<file path="config.mk">
export PLATFORM = sky130hd
export DESIGN_NAME = sand_frame_sequencer
export DESIGN_NICKNAME = d
export VERILOG_FILES = /design/src/rtl/sand_pkg.sv /design/src/rtl/sand_mem_port_mux.sv /design/src/rtl/sand_frame_sequencer.sv
export SDC_FILE = /design/constraint.sdc
export NUM_CORES = 1
export LEC_CHECK = 0
export CORE_MARGIN = 3
export CORE_UTILIZATION = 39
export DETAILED_ROUTE_END_ITERATION = 10
export GPL_ROUTABILITY_DRIVEN = 0
export PLACE_DENSITY_LB_ADDON = 0.08
export SYNTH_ARGS = -nofsm -noshare
export SYNTH_HDL_FRONTEND = slang
export SYNTH_HIERARCHICAL = 1
export SYNTH_SLANG_ARGS = --single-unit
export TNS_END_PERCENT = 50
</file>
<file path="constraint.sdc">
create_clock -name clk_i -period 2.81 [get_ports clk_i]
set_clock_uncertainty 0.15 [all_clocks]
set_input_delay 0.4215 -clock clk_i [delete_from_list [all_inputs] [get_ports clk_i]]
set_output_delay 0.4215 -clock clk_i [all_outputs]
set_load 0.02 [all_outputs]
</file>
<file path="src/rtl/sand_pkg.sv">
// Shared types and default grid geometry for the falling-sand frame sequencer.
package sand_pkg;
  localparam int ACTIVE_COLUMNS = 640;
  localparam int ACTIVE_ROWS    = 480;

  typedef enum logic [1:0] {
    EMPTY = 2'b00,
    SAND  = 2'b01,
    WATER = 2'b10
  } cell_t;

  typedef enum logic [2:0] {
    S_CLEAR,
    S_IDLE,
    S_START,
    S_RUN,
    S_COPY,
    S_COPY_LAST
  } seq_state_t;
endpackage

</file>
<file path="src/rtl/sand_mem_port_mux.sv">
// Combinational steering of both cell RAM ports between engine, copy, clear and draw sources.
module sand_mem_port_mux #(
  parameter int AW = 4,
  parameter int DW = 2
) (
  input  sand_pkg::seq_state_t state,
  input  logic          rst,
  input  logic [AW-1:0] seq_addr,
  input  logic          copy_wr_vld,
  input  logic [AW-1:0] copy_wr_addr,
  input  logic          draw_grant,
  input  logic [AW-1:0] draw_addr,
  input  logic [DW-1:0] draw_data,
  input  logic [AW-1:0] eng_vram_rd_addr,
  input  logic [AW-1:0] eng_ram_rd_addr,
  input  logic [AW-1:0] eng_vram_wr_addr,
  input  logic [AW-1:0] eng_ram_wr_addr,
  input  logic [DW-1:0] eng_vram_wr_data,
  input  logic [DW-1:0] eng_ram_wr_data,
  input  logic          eng_vram_wr_en,
  input  logic          eng_ram_wr_en,
  input  logic [DW-1:0] vram_rd_data,
  input  logic [DW-1:0] ram_rd_data,
  output logic [DW-1:0] eng_vram_rd_data,
  output logic [DW-1:0] eng_ram_rd_data,
  output logic [AW-1:0] vram_rd_addr,
  output logic [AW-1:0] ram_rd_addr,
  output logic [AW-1:0] vram_wr_addr,
  output logic [AW-1:0] ram_wr_addr,
  output logic [DW-1:0] vram_wr_data,
  output logic [DW-1:0] ram_wr_data,
  output logic          vram_wr_en,
  output logic          ram_wr_en
);
  import sand_pkg::*;

  always_comb begin
    vram_rd_addr     = '0;
    ram_rd_addr      = '0;
    vram_wr_addr     = '0;
    ram_wr_addr      = '0;
    vram_wr_data     = '0;
    ram_wr_data      = '0;
    vram_wr_en       = 1'b0;
    ram_wr_en        = 1'b0;
    eng_vram_rd_data = '0;
    eng_ram_rd_data  = '0;
    case (state)
      S_CLEAR: begin
        ram_wr_en   = 1'b1;
        ram_wr_addr = seq_addr;
      end
      S_IDLE: if (draw_grant) begin
        vram_wr_en   = 1'b1;
        vram_wr_addr = draw_addr;
        vram_wr_data = draw_data;
      end
      S_RUN: begin
        vram_rd_addr     = eng_vram_rd_addr;
        ram_rd_addr      = eng_ram_rd_addr;
        eng_vram_rd_data = vram_rd_data;
        eng_ram_rd_data  = ram_rd_data;
        if (eng_vram_wr_en) begin
          vram_wr_en   = 1'b1;
          vram_wr_addr = eng_vram_wr_addr;
          vram_wr_data = eng_vram_wr_data;
        end
        if (eng_ram_wr_en) begin
          ram_wr_en   = 1'b1;
          ram_wr_addr = eng_ram_wr_addr;
          ram_wr_data = eng_ram_wr_data;
        end
      end
      S_COPY, S_COPY_LAST: begin
        if (state == S_COPY) ram_rd_addr = seq_addr;
        // write stage trails the read by one cycle; scratch is zeroed behind it
        if (copy_wr_vld) begin
          vram_wr_en   = 1'b1;
          vram_wr_addr = copy_wr_addr;
          vram_wr_data = ram_rd_data;
          ram_wr_en    = 1'b1;
          ram_wr_addr  = copy_wr_addr;
        end
      end
      default: ;
    endcase
    if (rst) begin
      vram_wr_en   = 1'b0;
      ram_wr_en    = 1'b0;
      vram_wr_addr = '0;
      ram_wr_addr  = '0;
      vram_wr_data = '0;
      ram_wr_data  = '0;
    end
  end
endmodule

</file>
<file path="src/rtl/sand_frame_sequencer.sv">
// Per-frame scheduler: clears scratch, runs the cell engine, copies scratch into VRAM, grants draws.
module sand_frame_sequencer #(
  parameter int ACTIVE_COLUMNS = sand_pkg::ACTIVE_COLUMNS,
  parameter int ACTIVE_ROWS    = sand_pkg::ACTIVE_ROWS,
  parameter int ADDR_WIDTH     = $clog2(ACTIVE_COLUMNS*ACTIVE_ROWS),
  parameter int DATA_WIDTH     = 2
) (
  input  logic                  clk_i,
  input  logic                  reset_i,
  input  logic                  frame_tick_i,
  input  logic                  draw_req_i,
  input  logic [ADDR_WIDTH-1:0] draw_addr_i,
  input  logic [DATA_WIDTH-1:0] draw_data_i,
  output logic                  draw_ack_o,
  output logic                  eng_ready_o,
  input  logic                  eng_done_i,
  input  logic [ADDR_WIDTH-1:0] eng_vram_rd_addr_i,
  input  logic [ADDR_WIDTH-1:0] eng_ram_rd_addr_i,
  input  logic [ADDR_WIDTH-1:0] eng_vram_wr_addr_i,
  input  logic [ADDR_WIDTH-1:0] eng_ram_wr_addr_i,
  input  logic [DATA_WIDTH-1:0] eng_vram_wr_data_i,
  input  logic [DATA_WIDTH-1:0] eng_ram_wr_data_i,
  input  logic                  eng_vram_wr_en_i,
  input  logic                  eng_ram_wr_en_i,
  output logic [DATA_WIDTH-1:0] eng_vram_rd_data_o,
  output logic [DATA_WIDTH-1:0] eng_ram_rd_data_o,
  output logic [ADDR_WIDTH-1:0] vram_rd_addr_o,
  output logic [ADDR_WIDTH-1:0] ram_rd_addr_o,
  output logic [ADDR_WIDTH-1:0] vram_wr_addr_o,
  output logic [ADDR_WIDTH-1:0] ram_wr_addr_o,
  output logic [DATA_WIDTH-1:0] vram_wr_data_o,
  output logic [DATA_WIDTH-1:0] ram_wr_data_o,
  output logic                  vram_wr_en_o,
  output logic                  ram_wr_en_o,
  input  logic [DATA_WIDTH-1:0] vram_rd_data_i,
  input  logic [DATA_WIDTH-1:0] ram_rd_data_i,
  output logic                  busy_o,
  output logic                  overrun_o,
  output logic [15:0]           frame_count_o
);
  import sand_pkg::*;

  localparam logic [ADDR_WIDTH-1:0] LAST = ADDR_WIDTH'(ACTIVE_COLUMNS*ACTIVE_ROWS - 1);

  seq_state_t            state;
  logic [ADDR_WIDTH-1:0] addr;
  logic                  pending;
  logic                  copy_wr_vld;
  logic [ADDR_WIDTH-1:0] copy_wr_addr;
  logic                  go;
  logic                  draw_grant;

  assign busy_o      = (state != S_IDLE);
  assign go          = frame_tick_i | pending;
  assign draw_grant  = (state == S_IDLE) && !go && draw_req_i && !reset_i;
  assign draw_ack_o  = draw_grant;
  assign eng_ready_o = (state == S_START) && !reset_i;

  always_ff @(posedge clk_i) begin
    if (reset_i) begin
      state         <= S_CLEAR;
      addr          <= '0;
      pending       <= 1'b0;
      overrun_o     <= 1'b0;
      frame_count_o <= '0;
      copy_wr_vld   <= 1'b0;
      copy_wr_addr  <= '0;
    end else begin
      copy_wr_vld  <= (state == S_COPY);
      copy_wr_addr <= addr;
      // one tick may queue behind a busy frame; further ones are dropped and flagged
      if (frame_tick_i && busy_o) begin
        if (!pending) pending   <= 1'b1;
        else          overrun_o <= 1'b1;
      end
      case (state)
        S_CLEAR:
          if (addr == LAST) begin
            addr  <= '0;
            state <= S_IDLE;
          end else begin
            addr <= addr + 1'b1;
          end
        S_IDLE:
          if (go) begin
            pending <= 1'b0;
            state   <= S_START;
          end
        S_START: state <= S_RUN;
        S_RUN:
          if (eng_done_i) begin
            addr  <= '0;
            state <= S_COPY;
          end
        S_COPY:
          if (addr == LAST) state <= S_COPY_LAST;
          else              addr  <= addr + 1'b1;
        S_COPY_LAST: begin
          frame_count_o <= frame_count_o + 16'd1;
          addr          <= '0;
          state         <= S_IDLE;
        end
        default: state <= S_CLEAR;
      endcase
    end
  end

  sand_mem_port_mux #(.AW(ADDR_WIDTH), .DW(DATA_WIDTH)) u_mux (
    .state            (state),
    .rst              (reset_i),
    .seq_addr         (addr),
    .copy_wr_vld      (copy_wr_vld),
    .copy_wr_addr     (copy_wr_addr),
    .draw_grant       (draw_grant),
    .draw_addr        (draw_addr_i),
    .draw_data        (draw_data_i),
    .eng_vram_rd_addr (eng_vram_rd_addr_i),
    .eng_ram_rd_addr  (eng_ram_rd_addr_i),
    .eng_vram_wr_addr (eng_vram_wr_addr_i),
    .eng_ram_wr_addr  (eng_ram_wr_addr_i),
    .eng_vram_wr_data (eng_vram_wr_data_i),
    .eng_ram_wr_data  (eng_ram_wr_data_i),
    .eng_vram_wr_en   (eng_vram_wr_en_i),
    .eng_ram_wr_en    (eng_ram_wr_en_i),
    .vram_rd_data     (vram_rd_data_i),
    .ram_rd_data      (ram_rd_data_i),
    .eng_vram_rd_data (eng_vram_rd_data_o),
    .eng_ram_rd_data  (eng_ram_rd_data_o),
    .vram_rd_addr     (vram_rd_addr_o),
    .ram_rd_addr      (ram_rd_addr_o),
    .vram_wr_addr     (vram_wr_addr_o),
    .ram_wr_addr      (ram_wr_addr_o),
    .vram_wr_data     (vram_wr_data_o),
    .ram_wr_data      (ram_wr_data_o),
    .vram_wr_en       (vram_wr_en_o),
    .ram_wr_en        (ram_wr_en_o)
  );
endmodule

</file>
# Word-level counts from Yosys, hierarchy flattened
# Index checks and enable logic that the tools add are counted.
[classes] eq_ne=12 reduce_logical=13 addsub=2 mux=41 bitwise_logic=1
[op_table] operator="19-bit two-way mux" count=11
[op_table] operator="19-bit case mux with 3 select lines" count=2
[op_table] operator="19-bit case mux with 4 select lines" count=1
[op_table] operator="19-bit case mux with 2 select lines" count=1
[op_table] operator="19-bit by 1-bit adder with 19-bit output, second input constant" count=1
[op_table] operator="19-bit == test, second input constant" count=1
[op_table] operator="2-bit two-way mux" count=9
[op_table] operator="3-bit case mux with 6 select lines" count=1
[op_table] operator="16-bit by 1-bit adder with 16-bit output, second input constant" count=1
[op_table] operator="3-bit two-way mux" count=4
[op_table] operator="1-bit two-way mux" count=9
[op_table] operator="2-bit != test, second input constant" count=4
[op_table] operator="3-bit by 2-bit == test with 1-bit output, second input constant" count=2
[op_table] operator="3-bit == test, second input constant" count=2
[op_table] operator="1-bit case mux with 3 select lines" count=2
[op_table] operator="2-bit case mux with 3 select lines" count=1
[op_table] operator="1-bit logical AND" count=5
[op_table] operator="4-bit AND reduction" count=1
[op_table] operator="4-bit nonzero test" count=1
[op_table] operator="3-bit by 1-bit == test with 1-bit output, second input constant" count=1
[op_table] operator="3-bit logical NOT" count=1
[op_table] operator="3-bit by 1-bit != test with 1-bit output, second input constant" count=1
[op_table] operator="3-bit AND reduction" count=1
[op_table] operator="1-bit logical NOT" count=2
[op_table] operator="other kinds (4)" count=4
[totals] out_inout_bits=106 word_cells=76 ff_bits=60 input_bits=112

# Longest topological paths before layout
[depth] depth_word=8 mapped_depth=8 depth_no_buf=6

# Hierarchy
# Netlist, hierarchy kept.
[by_module_without_submodules] mod="sand_frame_sequencer" area_per_inst_um2=2548.7 instances=1 seq_area_each_um2=1201.2 cells_each=284
[by_module_without_submodules] mod="sand_mem_port_mux" area_per_inst_um2=1181.1 instances=1 seq_area_each_um2=0.0 cells_each=168

# Worst setup path after synthesis
# No wires, ideal clock.
[synth_path] kind="register to output" from="register state[2]" to="output vram_wr_data_o[0]" path_stages_with_launch=8 path_buffers=1 setup_slack_ps=249 arrival_time_ps=1990 t_required_ps=2239 path_cell_list="dfxtp_1 nor2b_1 nor2b_1 and4b_1 and4bb_1 buf_2 a22oi_1 a21oi_1"
[synth_between] elab_chain_len=7 word_cells_on_any_way=11 cone_classes="4 x eq/ne; 3 x mux; 4 x reduce/logical"
[synth_rtl] item="start: declaration" line="sand_frame_sequencer.sv:45" text="seq_state_t state;"
[synth_rtl] item="start signal: assignment" line="sand_frame_sequencer.sv:61" text="state <= S_CLEAR;"
[synth_rtl] item="start signal: assignment" line="sand_frame_sequencer.sv:80" text="state <= S_IDLE;"
[synth_rtl] item="start signal: assignment" line="sand_frame_sequencer.sv:87" text="state <= S_START;"
[synth_rtl] item="3-bit by 1-bit == test with 1-bit output" line="sand_frame_sequencer.sv:55" text="assign draw_grant = (state == S_IDLE) && !go && draw_req_i && !reset_i;"
[synth_rtl] item="1-bit logical AND (3 in series)" line="sand_frame_sequencer.sv:55"
[synth_rtl] item="via draw_ack_o" line="sand_frame_sequencer.sv:14" text="output logic draw_ack_o,"
[synth_rtl] item="2-bit two-way mux" line="sand_mem_port_mux.sv:53" text="S_IDLE: if (draw_grant) begin"
[synth_rtl] item="2-bit case mux with 3 select lines" line="sand_mem_port_mux.sv:48" text="case (state)"
[synth_rtl] item="2-bit two-way mux" line="sand_mem_port_mux.sv:87" text="if (rst) begin"
[synth_rtl] item="end: declaration" line="sand_frame_sequencer.sv:31" text="output logic [DATA_WIDTH-1:0] vram_wr_data_o,"
# The timed path passes the listed nets, and every way through them passes these cells.

# Final worst setup path
[layout_path] from="input frame_tick_i" to="output vram_wr_addr_o[15]"
[layout_between] elab_chain_len=8
[layout_rtl] item="start: declaration" line="sand_frame_sequencer.sv:10" text="input logic frame_tick_i,"
[layout_rtl] item="1-bit bitwise OR" line="sand_frame_sequencer.sv:54" text="assign go = frame_tick_i | pending;"
[layout_rtl] item="1-bit logical NOT" line="sand_frame_sequencer.sv:55"
[layout_rtl] item="1-bit logical AND (3 in series)" line="sand_frame_sequencer.sv:55"
[layout_rtl] item="19-bit two-way mux" line="sand_mem_port_mux.sv:53"
[layout_rtl] item="19-bit case mux with 3 select lines" line="sand_mem_port_mux.sv:48"
[layout_rtl] item="19-bit two-way mux" line="sand_mem_port_mux.sv:87"
[layout_rtl] item="end: declaration" line="sand_frame_sequencer.sv:29" text="output logic [ADDR_WIDTH-1:0] vram_wr_addr_o,"
# Every way passes these cells.

==> impl_metrics.csv <==
group,metric,value,unit
synth,syn_nets,566,
global_route,grt_pass1_vias,4312,
floorplanning,initial_utilization,40.2,%
power_and_ir_drop,vdd_drop_max,0.270,mV
clocking,htreeDepth,3,
synth,postSynthAreaPerCell,8.25,um2
timing,max-slew-margin-rel,59.1,%
worst_setup_path,worst_ep_arrival_time,2.20,ns
outcome,outcome,"finished clean",
synth,synth-edff-count,0,
power_and_ir_drop,p_leak,2.94,nW
final_layout,utilization,68.2,%
worst_setup_path,required,2.24,ns
final_layout,fillers,812,
timing,finalMaxSlewViolations,0,
clocking,cts-root-buf,"clkbuf_8",
global_route,grt_pass1_wl,23.7,mm
power_and_ir_drop,powerDensity,311,nW/um2
clocking,cts_made_buffers,9,
worst_setup_path,critPathKind,"input pin to output port",
clocking,clk_latency,0.34,ns
routing,wl_per_cell,19.1,um
floorplanning,dieArea,10800,um2
timing,tns,0,ns
timing,max_freq,360,MHz
synth,syn_area,3730,um2
routing,vias_per_cell,5.68,
final_layout,nets,783,
worst_setup_path,start_kind,"input pin",
timing,tightestPinTransition,0.613,ns
synth,synth_top_area_share,32.2,%
global_route,grt_antenna_before_repair,0,
min_path,hold_path.class,"register to register",
floorplanning,core,9280,um2
synth,async_flop_share,0,%
clocking,clk_pin_slew_worst_paths,0.07,ns
final_layout,multiInputGateArea,2350,um2
routing,ant_nets,0,
synth,ys_seq_area_share,32.2,%
synth,ys_ff_latch,60,
floorplanning,die_w,104,um
synth,synth_ff_type,"dfxtp_1",
worst_setup_path,path_max_fanout,11,
routing,wl,15.3,mm
routing,drt_iter0_markers,456,
synth,synth-warning-count,6,
clocking,cts_tree,"built",
floorplanning,ioPinCount,218,
final_layout,drive_gt1_share,12.2,%
timing,setup_viol,0,
timing,rsz0062_at_grt,"true",
global_route,overflow,0,
synth,synthTopCellsByArea,"dfxtp_1 (32%), a222oi_1 (9.9%), nor2_1 (5.2%), and2_1 (4.9%), a22o_1 (4.5%)",
timing,min_period,2.78,ns
routing,vias,4564,
timing,min_period_over_period,98.8,%
clocking,ctsHoldBuffers,0,
floorplanning,num_rows,35,
synth,ys_types,57,
job,max-cap-violations,0,
clocking,cts_buffer_depth,2,
floorplanning,die_y,104,um
routing,first_pass_iters,7,
final_layout,syn_to_final_growth,69.8,%
final_layout,n_antenna_cell,0,
global_route,grt_max_degree,43,
synth,synth_top_area_cell,"dfxtp_1",
timing,hold_violations,0,
placed_design,dp_hpwl,11.5,mm
placed_design,io_buffers,217,
worst_setup_path,cp-end-kind,"output port",
global_route,globalRouteTotalUtil,26.8,%
clocking,cts_setup_buffers,0,
synth,synth_cells,452,
clocking,cts.sinks,60,
final_layout,ff_latch_area,1200,um2
routing,drcViolationCount,0,
final timing paths:
| kind | slack, ns | to | start | depth (start not counted) |
|---|---|---|---|---|
| max reg2reg | 0.54 | addr[18]$_SDFFE_PP0P_ | addr[0]$_SDFFE_PP0P_ | 7 |
| max | 0.03 | vram_wr_addr_o[15] | frame_tick_i | 8 |
| min reg2reg | 0.34 | overrun_o$_SDFFE_PP0P_ | overrun_o$_SDFFE_PP0P_ | 2 |
| min | 0.34 | overrun_o$_SDFFE_PP0P_ | overrun_o$_SDFFE_PP0P_ | 2 |
worst max-delay path, stage by stage:
cell and delay (ns):
clkdlybuf4s50_1 0.48, nor2_1 0.06, and4b_1 0.21, and4bb_4 0.25, buf_12 0.16, a222oi_1 0.39
nor2_1 0.07, buf_2 0.17
layer usage:
layer | share of wire (%) | GRT usage (%) | vias up
met1 | 43 | 35.1 | 2184
met5 | 0 | 0 | -
met4 | 2.0 | 8.45 | 0
met3 | 7.6 | 5.73 | 24
li1 | - | - | 2157
met2 | 48 | 44.3 | 199
final cells by class:
class	instances	area share [%]
inverters	6	0.356
multi-input cells	349	37.0
well taps	129	2.55
clock buffers	9	1.96
flip-flops and latches	60	19.0
repair buffers	243	37.7
clock inverters	7	1.44
registers in the layout, indices dropped and copies added, names as in the netlist:
| register | cells |
|---|---|
| overrun_o | 1 |
| state | 3 |
| pending | 1 |
| copy_wr_addr | 19 |
| addr | 19 |
| frame_count_o | 16 |
| copy_wr_vld | 1 |
kinds of logic (layout without fill, tap and decap cells):
kind of cell	after synthesis	count (layout)	synth area share, %
AOI/OAI and AO/OA	111	111	24.3
adders and majority gates	2	2	0.671
DFF	60	60	32.2
xor gates and xnor gates	19	19	4.66
buffers and inverters	43	265	5.67
and+or+nand+nor	216	216	32.3
muxes	1	1	0.268
metrics by stage:
step	instance area [um2]	hold WS, ns	instances	worst slack (ns)	total power, mW
4_1_cts	6310	0.353	802	0.00518	1.99
2_1_floorplan	3730	0.324	452	0.249	0.948
3_5_place_dp	6110	0.326	786	-0.311	1.15
6_report	6330	0.344	803	0.0339	1.97
3_3_place_gp	6110	0.315	786	-0.253	1.14
5_1_grt	6330	0.374	803	-0.0258	2.03
power by group:
part	leakage, nW	switching [mW]	internal (mW)
clock network	0.109	0.349	0.496
registers	0.485	0.0102	0.863
logic	2.34	0.0842	0.170
cells in the final DEF, fill, tap and decap left out, types with 3 or more instances in the layout:
cell and count:
nand3_1 20, dlymetal6s2s_1 29, a31oi_1 6, and3b_1 5, nor2_1 51, clkinv_2 3, nor3_1 25, xor2_1 9
nor2b_1 18, a222oi_1 37, a211oi_1 4, buf_4 21, o21ai_0 7, o211ai_1 3, xnor2_1 9, or3_1 4
and4b_1 4, a22o_1 19, nand4_1 6, clkdlybuf4s50_1 133, buf_6 3, buf_12 4, a21oi_1 14, dlygate4sd2_1 31
buf_2 16, clkbuf_8 9, or3b_1 4, and2_1 29, inv_1 6, a22oi_1 5, and3_1 8, and4_1 3
nand2_1 21, dfxtp_1 59
Yosys cell counts (all sizes together), types with 3 or more instances:
master	number
and2	29
or3	4
nor2b	20
a211oi	4
a222oi	37
xnor2	10
nand2	21
inv	6
a31oi	6
dfxtp	60
buf	22
clkbuf	15
a22o	19
and3b	5
nand3	20
o211ai	3
xor2	9
and4b	4
and4	4
and3	9
nor3	26
a21oi	14
or3b	4
a22oi	5
o21ai	10
nor2	53
nand4	6
timing repair:
action / 4_1_cts / 5_1_grt
endpoints found under the setup margin: 41 / 70
gates resized for setup: 101 / 61
cloned: 0 / 1
pin swaps: 2 / 10
hold endpoints to repair: 0 / 0
Power figures use the tool's default switching activity.
